[config.mk]
export PLATFORM = sky130hd
export DESIGN_NAME = csr_bridge_flat
export DESIGN_NICKNAME = d
export VERILOG_FILES = /design/src/rtl/csr_bridge_if.sv /design/src/rtl/csr_bridge.sv /design/src/flat_wrapper.sv
export SDC_FILE = /design/constraint.sdc
export NUM_CORES = 1
export LEC_CHECK = 0
export BUFFER_PORTS_ARGS = -buffer_cell sky130_fd_sc_hd__buf_4
export CAP_MARGIN = 20
export CELL_PAD_IN_SITES_DETAIL_PLACEMENT = 1
export CELL_PAD_IN_SITES_GLOBAL_PLACEMENT = 1
export CORE_MARGIN = 8
export CORE_UTILIZATION = 42
export DETAILED_ROUTE_END_ITERATION = 8
export PLACE_DENSITY_LB_ADDON = 0.12
export SYNTH_ARGS = -nofsm -noshare
export SYNTH_HDL_FRONTEND = slang
export SYNTH_SLANG_ARGS = --single-unit
[constraint.sdc]
create_clock -name sys_clk -period 6.41 [get_ports sys_clk]
set_clock_uncertainty 0.15 [all_clocks]
set_input_delay 0.3205 -clock sys_clk [delete_from_list [all_inputs] [get_ports sys_clk]]
set_output_delay 0.3205 -clock sys_clk [all_outputs]
set_load 0.01 [all_outputs]
[src/rtl/csr_bridge_if.sv]
// Wishbone classic slave-side bundle for the CSR bridge.
// The bridge takes the slave modport; the bus initiator takes the master modport.
interface csr_bridge_if;
  logic [31:0] wb_adr_i;
  logic [31:0] wb_dat_i;
  logic [3:0]  wb_sel_i;
  logic        wb_stb_i;
  logic        wb_cyc_i;
  logic        wb_we_i;
  logic [31:0] wb_dat_o;
  logic        wb_ack_o;

  modport slave (
    input  wb_adr_i, wb_dat_i, wb_sel_i, wb_stb_i, wb_cyc_i, wb_we_i,
    output wb_dat_o, wb_ack_o
  );

  modport master (
    output wb_adr_i, wb_dat_i, wb_sel_i, wb_stb_i, wb_cyc_i, wb_we_i,
    input  wb_dat_o, wb_ack_o
  );
endinterface

[src/rtl/csr_bridge.sv]
// Wishbone classic slave to CSR bus initiator, one transaction at a time.
// Partial writes become a read-modify-write so the slave always sees full words.
module csr_bridge #(
  parameter int unsigned READ_LAT = 1
) (
  input  logic         sys_clk,
  input  logic         sys_rst,
  csr_bridge_if.slave  wb,
  output logic [13:0]  csr_a,
  output logic         csr_we,
  output logic [31:0]  csr_do,
  input  logic [31:0]  csr_di
);

  typedef enum logic [1:0] {IDLE, READ, WRITE, ACK} state_e;

  localparam logic [1:0] LAST_CNT = 2'(READ_LAT - 1);

  state_e      state_q, state_d;
  logic [13:0] adr_q, adr_d;
  logic [31:0] dat_q, dat_d;
  logic [3:0]  sel_q, sel_d;
  logic        we_q, we_d;
  logic [1:0]  cnt_q, cnt_d;
  logic [31:0] rd_q, rd_d;
  logic [31:0] do_q, do_d;
  logic        csr_we_q, csr_we_d;
  logic        ack_q, ack_d;

  // Only the word address reaches the CSR bus.
  logic unused_adr_bits;
  assign unused_adr_bits = ^{wb.wb_adr_i[31:16], wb.wb_adr_i[1:0]};

  function automatic logic [31:0] merge_bytes(input logic [31:0] wr,
                                              input logic [3:0]  sel,
                                              input logic [31:0] rd);
    logic [31:0] m;
    m = rd;
    for (int n = 0; n < 4; n++) begin
      if (sel[n]) m[8*n +: 8] = wr[8*n +: 8];
    end
    return m;
  endfunction

  always_comb begin
    // NOTE: every _d gets a default first so no path through the case infers a latch.
    state_d  = state_q;
    adr_d    = adr_q;
    dat_d    = dat_q;
    sel_d    = sel_q;
    we_d     = we_q;
    cnt_d    = cnt_q;
    rd_d     = rd_q;
    do_d     = do_q;
    csr_we_d = 1'b0;
    ack_d    = 1'b0;

    unique case (state_q)
      IDLE: begin
        if (wb.wb_cyc_i && wb.wb_stb_i) begin
          adr_d = wb.wb_adr_i[15:2];
          dat_d = wb.wb_dat_i;
          sel_d = wb.wb_sel_i;
          we_d  = wb.wb_we_i;
          cnt_d = '0;
          if (!wb.wb_we_i || (wb.wb_sel_i != 4'h0 && wb.wb_sel_i != 4'hF)) begin
            state_d = READ;
          end else if (wb.wb_sel_i == 4'hF) begin
            state_d  = WRITE;
            csr_we_d = 1'b1;
            do_d     = wb.wb_dat_i;
          end else begin
            state_d = ACK;
            ack_d   = 1'b1;
          end
        end
      end
      READ: begin
        if (!wb.wb_cyc_i) begin
          state_d = IDLE;
        end else if (cnt_q == LAST_CNT) begin
          rd_d = csr_di;
          if (we_q) begin
            state_d  = WRITE;
            csr_we_d = 1'b1;
            do_d     = merge_bytes(dat_q, sel_q, csr_di);
          end else begin
            state_d = ACK;
            ack_d   = 1'b1;
          end
        end else begin
          cnt_d = cnt_q + 2'd1;
        end
      end
      // The strobe already went out on entry; a dropped cycle only suppresses the ack.
      WRITE: begin
        if (wb.wb_cyc_i) begin
          state_d = ACK;
          ack_d   = 1'b1;
        end else begin
          state_d = IDLE;
        end
      end
      ACK:     state_d = IDLE;
      default: state_d = IDLE;
    endcase
  end

  always_ff @(posedge sys_clk or posedge sys_rst) begin
    if (sys_rst) begin
      state_q  <= IDLE;
      adr_q    <= '0;
      dat_q    <= '0;
      sel_q    <= '0;
      we_q     <= 1'b0;
      cnt_q    <= '0;
      rd_q     <= '0;
      do_q     <= '0;
      csr_we_q <= 1'b0;
      ack_q    <= 1'b0;
    end else begin
      // NOTE: non-blocking updates keep every flop sampling pre-edge values.
      state_q  <= state_d;
      adr_q    <= adr_d;
      dat_q    <= dat_d;
      sel_q    <= sel_d;
      we_q     <= we_d;
      cnt_q    <= cnt_d;
      rd_q     <= rd_d;
      do_q     <= do_d;
      csr_we_q <= csr_we_d;
      ack_q    <= ack_d;
    end
  end

  assign csr_a       = adr_q;
  assign csr_we      = csr_we_q;
  assign csr_do      = do_q;
  assign wb.wb_ack_o = ack_q;
  // Read data is only exposed during the ack of a read; writes return zero.
  assign wb.wb_dat_o = (ack_q && !we_q) ? rd_q : '0;

endmodule

[src/flat_wrapper.sv]
// flat-port wrapper written by rule: the top's interface ports become plain ports
module csr_bridge_flat 
#(
  parameter int unsigned READ_LAT = 1
)
  (sys_clk, sys_rst, csr_a, csr_we, csr_do, csr_di, wb_wb_adr_i, wb_wb_dat_i, wb_wb_sel_i, wb_wb_stb_i, wb_wb_cyc_i, wb_wb_we_i, wb_wb_dat_o, wb_wb_ack_o);
  csr_bridge_if wb_i ();
  input  logic sys_clk;
  input  logic sys_rst;
  output logic [13:0] csr_a;
  output logic csr_we;
  output logic [31:0] csr_do;
  input  logic [31:0] csr_di;
  input wire logic [$bits(wb_i.wb_adr_i)-1:0] wb_wb_adr_i;
  input wire logic [$bits(wb_i.wb_dat_i)-1:0] wb_wb_dat_i;
  input wire logic [$bits(wb_i.wb_sel_i)-1:0] wb_wb_sel_i;
  input wire logic [$bits(wb_i.wb_stb_i)-1:0] wb_wb_stb_i;
  input wire logic [$bits(wb_i.wb_cyc_i)-1:0] wb_wb_cyc_i;
  input wire logic [$bits(wb_i.wb_we_i)-1:0] wb_wb_we_i;
  output wire logic [$bits(wb_i.wb_dat_o)-1:0] wb_wb_dat_o;
  output wire logic [$bits(wb_i.wb_ack_o)-1:0] wb_wb_ack_o;
  assign wb_i.wb_adr_i = wb_wb_adr_i;
  assign wb_i.wb_dat_i = wb_wb_dat_i;
  assign wb_i.wb_sel_i = wb_wb_sel_i;
  assign wb_i.wb_stb_i = wb_wb_stb_i;
  assign wb_i.wb_cyc_i = wb_wb_cyc_i;
  assign wb_i.wb_we_i = wb_wb_we_i;
  assign wb_wb_dat_o = wb_i.wb_dat_o;
  assign wb_wb_ack_o = wb_i.wb_ack_o;
  csr_bridge #(.READ_LAT(READ_LAT)) u_core (.sys_clk(sys_clk), .sys_rst(sys_rst), .wb(wb_i), .csr_a(csr_a), .csr_we(csr_we), .csr_do(csr_do), .csr_di(csr_di));
endmodule
### Word level (Yosys, flattened, before mapping)

Cells that the tools add are included.

* equal/unequal tests: 13
* muxes and demuxes: 39
* reduce and logical (&&, ||, !) cells: 15
* add/subtract/negate cells: 1

Operators with widths (number)
* 32-bit two-way mux: 7
* 32-bit case mux with 2 select lines: 1
* 8-bit two-way mux: 4
* 2-bit two-way mux: 8
* 1-bit two-way mux: 15
* 2-bit by 1-bit inequality test with 1-bit output (second input constant): 4
* 2-bit case mux with 4 select lines: 1
* 7-bit AND reduction: 1
* 2-bit inequality test (second input constant): 3
* 2-bit == test (second input constant): 2
* 4-bit == test (second input constant): 1
* 2-bit zero test: 2
* 4-bit inequality test (second input constant): 1
* 2-bit case mux with 2 select lines: 1
* 2-bit AND reduction: 2
* 4-bit AND reduction: 1
* 4-bit nonzero test: 1
* 1-bit logical AND: 3
* 3-bit by 2-bit inequality test with 1-bit output (second input constant): 1
* 1-bit case mux with 3 select lines: 1
* 3-bit AND reduction: 1
* 2-bit by 1-bit adder with 2-bit output (second input constant): 1
* 2-bit by 1-bit == test with 1-bit output (second input constant): 1
* 1-bit zero test: 2
* other kinds (3): 3

* flip-flop bits (word level): 121
* bits of input ports: 105
* word-level logic and storage cells: 78
* output and inout port bits: 80

### Logic depth before layout (Yosys ltp)

Gate-level depths: netlist of the first run.

* depth after elaboration: 6
* gate-level depth with buffers: 6
* mapped depth without buffers: 6

### Worst setup path after synthesis of the first run

Ideal clock, no wire load.

* path kind: register -> register
* start point: register u_core.cnt_q[0]
* end point: register u_core.do_q[17] (netlist: u_core.csr_do[17])
* cell stages (with the launch flop): 7
* required time: 6135 ps
* clock period less this slack: 1947 ps
* buffers on the path: 1
* arrival time: 1672 ps
* slack: 4463 ps
* library setup time: 125 ps
* cells stage by stage: dfrtp_1 > inv_1 > ha_1 > nand3_1 > a211oi_4 > buf_6 > mux2_2

* longest elaborated chain between the ends: 3

RTL lines
* start, declared: line csr_bridge.sv:24 `logic [1:0] cnt_q, cnt_d;`
* start signal, assigned: line csr_bridge.sv:128 `cnt_q <= cnt_d;`
* 2-bit zero test: line csr_bridge.sv:81 `end else if (cnt_q == LAST_CNT) begin`
* 2-bit by 1-bit inequality test with 1-bit output (no line)
* 7-bit AND reduction (no line)
* end signal, assigned: line csr_bridge.sv:130 `do_q <= do_d;`
* end, declared: line csr_bridge.sv:26 `logic [31:0] do_q, do_d;`

Every way passes these cells.
A chain may end at the register's enable or synchronous reset.

### Worst setup path in the final report of the first run

* start point: register u_core.cnt_q[0]
* end point: register u_core.do_q[12] (netlist: u_core.csr_do[12])

The elaborated chain is that of the path after synthesis.

==> results of run 1 <==
[registers in the layout, indices dropped and copies added (netlist names)]
register and cells:
u_core.sel_q 4, u_core.cnt_q 2, u_core.we_q 1, u_core.state_q 2, u_core.csr_we 1, u_core.rd_q 32, u_core.dat_q 32, u_core.csr_do 32
u_core.wb.wb_ack_o 1, u_core.csr_a 14
[cells by family after synthesis]
kind of cell / count (synthesis) / synth area share [%]
flops: 121 / 55.2
mux: 146 / 29.3
fa+ha+maj: 1 / 0.228
simple gates: 81 / 7.65
buf+inv: 30 / 2.67
compound gates: 48 / 4.98
[power groups by stage]
stage | registers, mW | logic, mW | clock network [mW]
6_report | 1.26 | 0.919 | 0.905
5_1_grt | 1.30 | 1.00 | 0.967
4_1_cts | 1.26 | 0.926 | 0.928
3_5_place_dp | 1.27 | 0.886 | 0
3_3_place_gp | 1.24 | 0.849 | 0
2_1_floorplan | 1.25 | 0.460 | 0
[per-layer routing]
metal | routed length (um) | track usage (%) | up-vias
met5 | 0 | 0 | -
met4 | 280 | 7.38 | 0
met3 | 1190 | 6.61 | 22
met2 | 8920 | 37.6 | 136
met1 | 6680 | 23.5 | 2181
li1 | - | - | 1964
[final cells by class]
class	count	area [sq um]
inverter	5	21.3
timing repair buffer	239	1980
clock buffer	22	464
tap	172	215
clock inverter	10	100
fill	1266	4540
sequential	121	3030
multi-input combinational	276	2320
[stage by stage]
step | instances | util [%] | hold slack, ps | setup WS, ps
final | 845 | 64.2 | 15.4 | 3540
after global routing | 845 | 64.2 | 2.03 | 3350
after CTS | 844 | 64.0 | 0.0527 | 3480
after detailed placement | 745 | 54.2 | 242 | 3510
after global placement | 745 | 54.2 | 231 | 3550
after floorplan | 427 | - | 293 | 2730
[Yosys cell counts (3+ instances only)]
master	n
mux2i_1	32
o21ai_0	34
inv_1	5
mux2_1	9
mux2_2	105
and2_1	32
nand2b_1	3
buf_6	3
a21oi_1	6
buf_2	9
dfrtp_1	121
nand2_1	34
nor2b_1	3
clkbuf_1	13
[worst max-delay path, cell delays in order, from the launching register on]
cell	delay, ps
dfrtp_1	400
inv_1	80
ha_1	250
nand3_1	150
a211oi_4	880
buf_4	440
mux2_2	390
[final timing paths]
check	end	slack [ps]	cells past startpoint
setup / recovery	u_core.csr_do[12]	3540	6
hold / removal	u_core.dat_q[2]	20	2
setup reg to reg	u_core.csr_do[12]	3540	6
hold reg to reg	u_core.cnt_q[1]	340	1
max in group asynchronous	u_core.csr_do[8]	4690	5
min in group asynchronous	u_core.csr_a[4]	350	3
==> metrics, run 1 <==
gpl congestion approximately 0.75; Post-synth EDFFs 0; LEAKAGE between 3 and 4 nW; DRT antenna net count 0; CTS Root Cell clkbuf_16; RSZ-0062 raised after global routing no; GR Overflow Total 0; Post-CTS Setup Inserts 0; Seq pwr share roughly two fifths; gr usage total approximately a fifth; CTS tree built; Internal roughly 2.2 mW; Max-Cap Viols 0; most frequent cells in the layout 171 x buf_4, 121 x dfrtp_1, 105 x mux2_2; post_cts resized 0; Worst-Margin Slew ~1000 ps; CP Class register to register; design area 0.00813 sq mm; share of the synthesized area in the top cell type 55.2%; share of layout cells above drive strength 1 a little under half; Worst Hold Launch wb_wb_dat_i[2]; register area share after synthesis between 50% and 60%; Nets 766; Net Sw Frac between 20% and 30%; drt via density ~5; setup_tns 0 ps; Routed WL per cell 20.2 um; clock sinks roughly 120; CP arrival between 3000 and 4000 ps; Switch Pwr between 0.8 and 0.9 mW; Worst VDD drop between 0.00015 and 0.0002 V; final number of setup-violating endpoints 0; Core Area around 0.013 sq mm; Worst setup EP type register; std cell rows 41; ranking of synthesized cells by area dfrtp_1 55%, mux2_2 22%, mux2i_1 5.8%; commonest non-fill, non-tap cell in the layout buf_4; flip-flop and latch count after synthesis 121; Clk pwr share between 20% and 30%; run status finished, final reports clean; IO buf count 166; Comb power frac approximately 30%; Synth cell types 29; CP startpoint kind register; Area Growth Syn to Fin 48.4%; DR DRC count 0; DRT Pass-1 Iters 4; I/O pin count between 150 and 200; CP required 6550 ps; average size of a mapped cell around 13 sq um; vias in the first global route between 5,000 and 6,000; initial antenna violation count 0; DP Area 0.00687 sq mm; synthesized net count approximately 530; period utilisation layout 44.7%; Max Slew Vio Count 0; CTS H-Tree Depth 4; Worst slew margin ~33%; die area ~0.017 sq mm; Starting Density ~43%; cts bufs inserted 17; cell taking the most area after synthesis dfrtp_1; Final HPWL DP 10.8 mm; most common flop cell mapped by yosys dfrtp_1; CP Launch Point u_core.cnt_q[0]; Clk Latency, worst-skew pair between 400 and 500 ps; floorplan die width 130 um; Iter 0 DRT Violations 197; final WL ~17 mm; P per Cell Area ~380 mW/mm^2; Worst Path Max Fanout 17; routed vias 4,303; post-layout min period 2870 ps; Synth Warn # 0; RR Startpoint u_core.cnt_q[0]; total power 3.09 mW; Antenna Cells 0; Hold Buf Count CTS 67; fraction of registers with async set/reset between 90% and 100%; worst hold-check path type input pin to register; global-route wire length before repair 27.4 mm; die height about 130 um; FMAX about 0.35 GHz; pin count of the biggest net entering global routing 85; clock-pin slew on the worst setup and hold paths 50 ps; clock buffer depth 2; Final Hold Viols 0; Syn Inst Count 427; Cell Area, Synth between 0.005 and 0.006 sq mm
No activity file was read; power rests on OpenSTA's default activity.
==> run 2, diff against run 1 <==
ABC_AREA = 1   (was not set)
CORE_UTILIZATION = 32   (was 42)
clock period = 2.5 ns   (was 6.41 ns; I/O delays follow)
==> run 2 against run 1 <==
Against the previous run:
- sequential power increased to 2.8 times the previous value
- first-iteration DRC count grew 4.1%
- largest power group unchanged
- worst setup slack worse by 3200 ps
- register-to-register slack worse by 3200 ps
- critical path depth is 2 lower
- via count up 37%
- critical path type unchanged
==> metrics, run 2 <==
Worst slew margin 47.9% (+15 points); Syn Inst Count 799 (+87%); Post-synth EDFFs 0 (unchanged); CP required 2620 ps (-3930 ps); std cell rows 49 (+20%); Clk Latency, worst-skew pair 410 ps (about the same); DRT antenna net count 0 (unchanged); routed vias 5,892 (+37%); setup_tns 0 ps (unchanged); CP arrival 2300 ps (-710 ps); total power 9.24 mW (+200%); Routed WL per cell 16.0 um (-21%); clock buffer depth 2 (unchanged); Starting Density 32.5% (-11 points); area of the multi-input gates 0.00229 sq mm (-1.3%); Core Area 0.0179 sq mm (+41%); initial antenna violation count 0 (unchanged); GR Overflow Total 0 (unchanged); flip-flop and latch count after synthesis 121 (unchanged); reg-to-reg endpoint u_core.rd_q[21]; global-route wire length before repair 33.4 mm (+22%); worst hold-check path type input pin to async pin; Area Growth Syn to Fin 49.5%; Hold Buf Count CTS 86 (+28%); most common flop cell mapped by yosys dfrtp_1; vias in the first global route 6,498 (+26%); RSZ-0062 raised after global routing no; clock-pin slew on the worst setup and hold paths 50 ps (about the same); Synth cell types 21 (-28%); Max Slew Vio Count 0 (unchanged); Antenna Cells 0 (unchanged); gpl congestion 0.744 (-0.80%); ranking of synthesized cells by area dfrtp_1 52%, nand2_1 26%, inv_1 4.8%; Synth Warn # 0 (unchanged); number of fill cells in the layout 2,228 (+76%); Worst setup EP type register; P per Cell Area 1060 mW/mm^2 (+180%); floorplan die width 151 um (+16%); post-layout min period 2180 ps (-684 ps); die area 0.0228 sq mm (+34%); RR Startpoint u_core.state_q[1]; CP Class register to register; DRT Pass-1 Iters 4 (unchanged); clock sinks 121 (unchanged); I/O pin count 185 (unchanged); IO buf count 166 (unchanged); synthesized net count 905 (+70%); Nets 1,146 (+50%); Max-Cap Viols 0 (unchanged); final WL 20.4 mm (+20%); CTS Root Cell clkbuf_16; Worst Reg-to-Reg Cells 4 (-2); most frequent cells in the layout 405 x nand2_1, 177 x buf_4, 121 x dfrtp_1; Worst VDD drop 0.000522 V (+200%); cell taking the most area after synthesis dfrtp_1; period utilisation layout 87.3% (+43 points); commonest non-fill, non-tap cell in the layout nand2_1; Final Hold Viols 0 (unchanged); Final Util 48.6% (-16 points); LEAKAGE 4.75 nW (+24%); Final HPWL DP 13.4 mm (+24%); most common cell in the netlist nand2_1; cts bufs inserted 17 (unchanged); Post-CTS Setup Inserts 0 (unchanged); average size of a mapped cell 7.28 sq um (-43%); synth cell count leaders 406 x nand2_1, 121 x dfrtp_1, 75 x inv_1, 41 x nor2_1, 35 x o21ai_0; final number of setup-violating endpoints 0 (unchanged); share of layout cells above drive strength 1 20.5% (-26 points); Cell Area, Synth 0.00582 sq mm (+6.1%); CP startpoint kind register; Worst Path Max Fanout 64 (+47); run status finished, final reports clean; CTS tree built; post_cts resized 0 (unchanged); share of the synthesized area in the top cell type 52.0% (-3.2 points); CTS H-Tree Depth 4 (unchanged); FMAX 0.458 GHz (+31%); gr usage total 18.8% (-2.4 points); DR DRC count 0 (unchanged); flop2flop setup slack 320 ps (-3230 ps); Worst-Margin Slew 782 ps (-221 ps); register area share after synthesis 52.0% (-3.2 points); Iter 0 DRT Violations 205 (+4.1%); die height 151 um (+16%); pin count of the biggest net entering global routing 65 (-24%); fin worst setup slack 316 ps (-3230 ps); drt via density 4.60 (-9.6%); fraction of registers with async set/reset 100% (unchanged); register area 0.00303 sq mm (unchanged); pre-CTS setup slack 314 ps (-3200 ps)
==> run 2: cell types whose count changed after synthesis, sizes merged, moves of 11 or more <==
| cell | change |
|---|---|
| nand2 | +374 |
| mux2 | -114 |
| inv | +72 |
| nor2 | +41 |
| nand3 | +34 |
| and2 | -32 |
| mux2i | -32 |
| o21ai | +31 |
| buf | +11 |
==> run 2: power by group <==
group          switching, mW  internal, mW  leakage (nW)
clock network          0.839          1.49         0.271
registers              0.635          2.84          1.52
logic                   1.95          1.48          2.96
==> run 2: how the worst max path moves through the flow <==
stage                                  from              end  slack [ps]  depth (start not counted)
after floorplan                     sys_rst  u_core.cnt_q[0]         740                          1
after CTS                 u_core.state_q[1]  u_core.rd_q[21]         270                          4
after detailed placement  u_core.state_q[1]  u_core.rd_q[13]         310                          4
after global placement    u_core.state_q[1]  u_core.rd_q[19]         390                          4
final                     u_core.state_q[1]  u_core.rd_q[21]         320                          4
after global routing      u_core.state_q[1]  u_core.rd_q[21]         110                          4
==> run 2: stage by stage <==
step / cell area (sq um) / hold WS, ps / instances
2_1_floorplan: 5820 / 84.6 / 799
3_3_place_gp: 7290 / -29.1 / 1164
3_5_place_dp: 7290 / -31.8 / 1164
4_1_cts: 8700 / 75.3 / 1280
5_1_grt: 8700 / 86.5 / 1280
6_report: 8700 / 86.5 / 1280
==> run 2: final cells by class <==
| class | count | share of cell area, % |
|---|---|---|
| timing repair buffer | 266 | 25.9 |
| tap | 229 | 3.29 |
| clock inverter | 2 | 0.403 |
| sequential | 121 | 34.8 |
| clock buffer | 28 | 5.94 |
| multi-input combinational | 557 | 26.4 |
| inverter | 77 | 3.36 |
==> run 2: metal layers <==
metal	up-vias	share of wire, %	track usage [%]	wire length, um
met5	-	0	0	0
met4	0	1.3	4.60	263
met3	18	4.3	4.54	881
met2	116	50	33.5	10300
met1	2864	44	22.2	9010
li1	2894	-	-	-
==> run 2: critical path, cell delays in order, from the launching register on <==
cell and delay [ps]:
dfrtp_1 450, nor2_4 390, nand3_4 690, nand2_1 250
o21ai_1 90
==> run 2: logic make-up (layout without fill, tap and decap cells) <==
logic type | count (synthesis) | count (layout) | synth area share [%]
buffers and inverters | 121 | 373 | 8.69
adders and majority gates | 1 | 1 | 0.215
AOI/OAI and AO/OA | 67 | 67 | 5.76
DFF | 121 | 121 | 52.0
and+or+nand+nor | 489 | 489 | 33.3
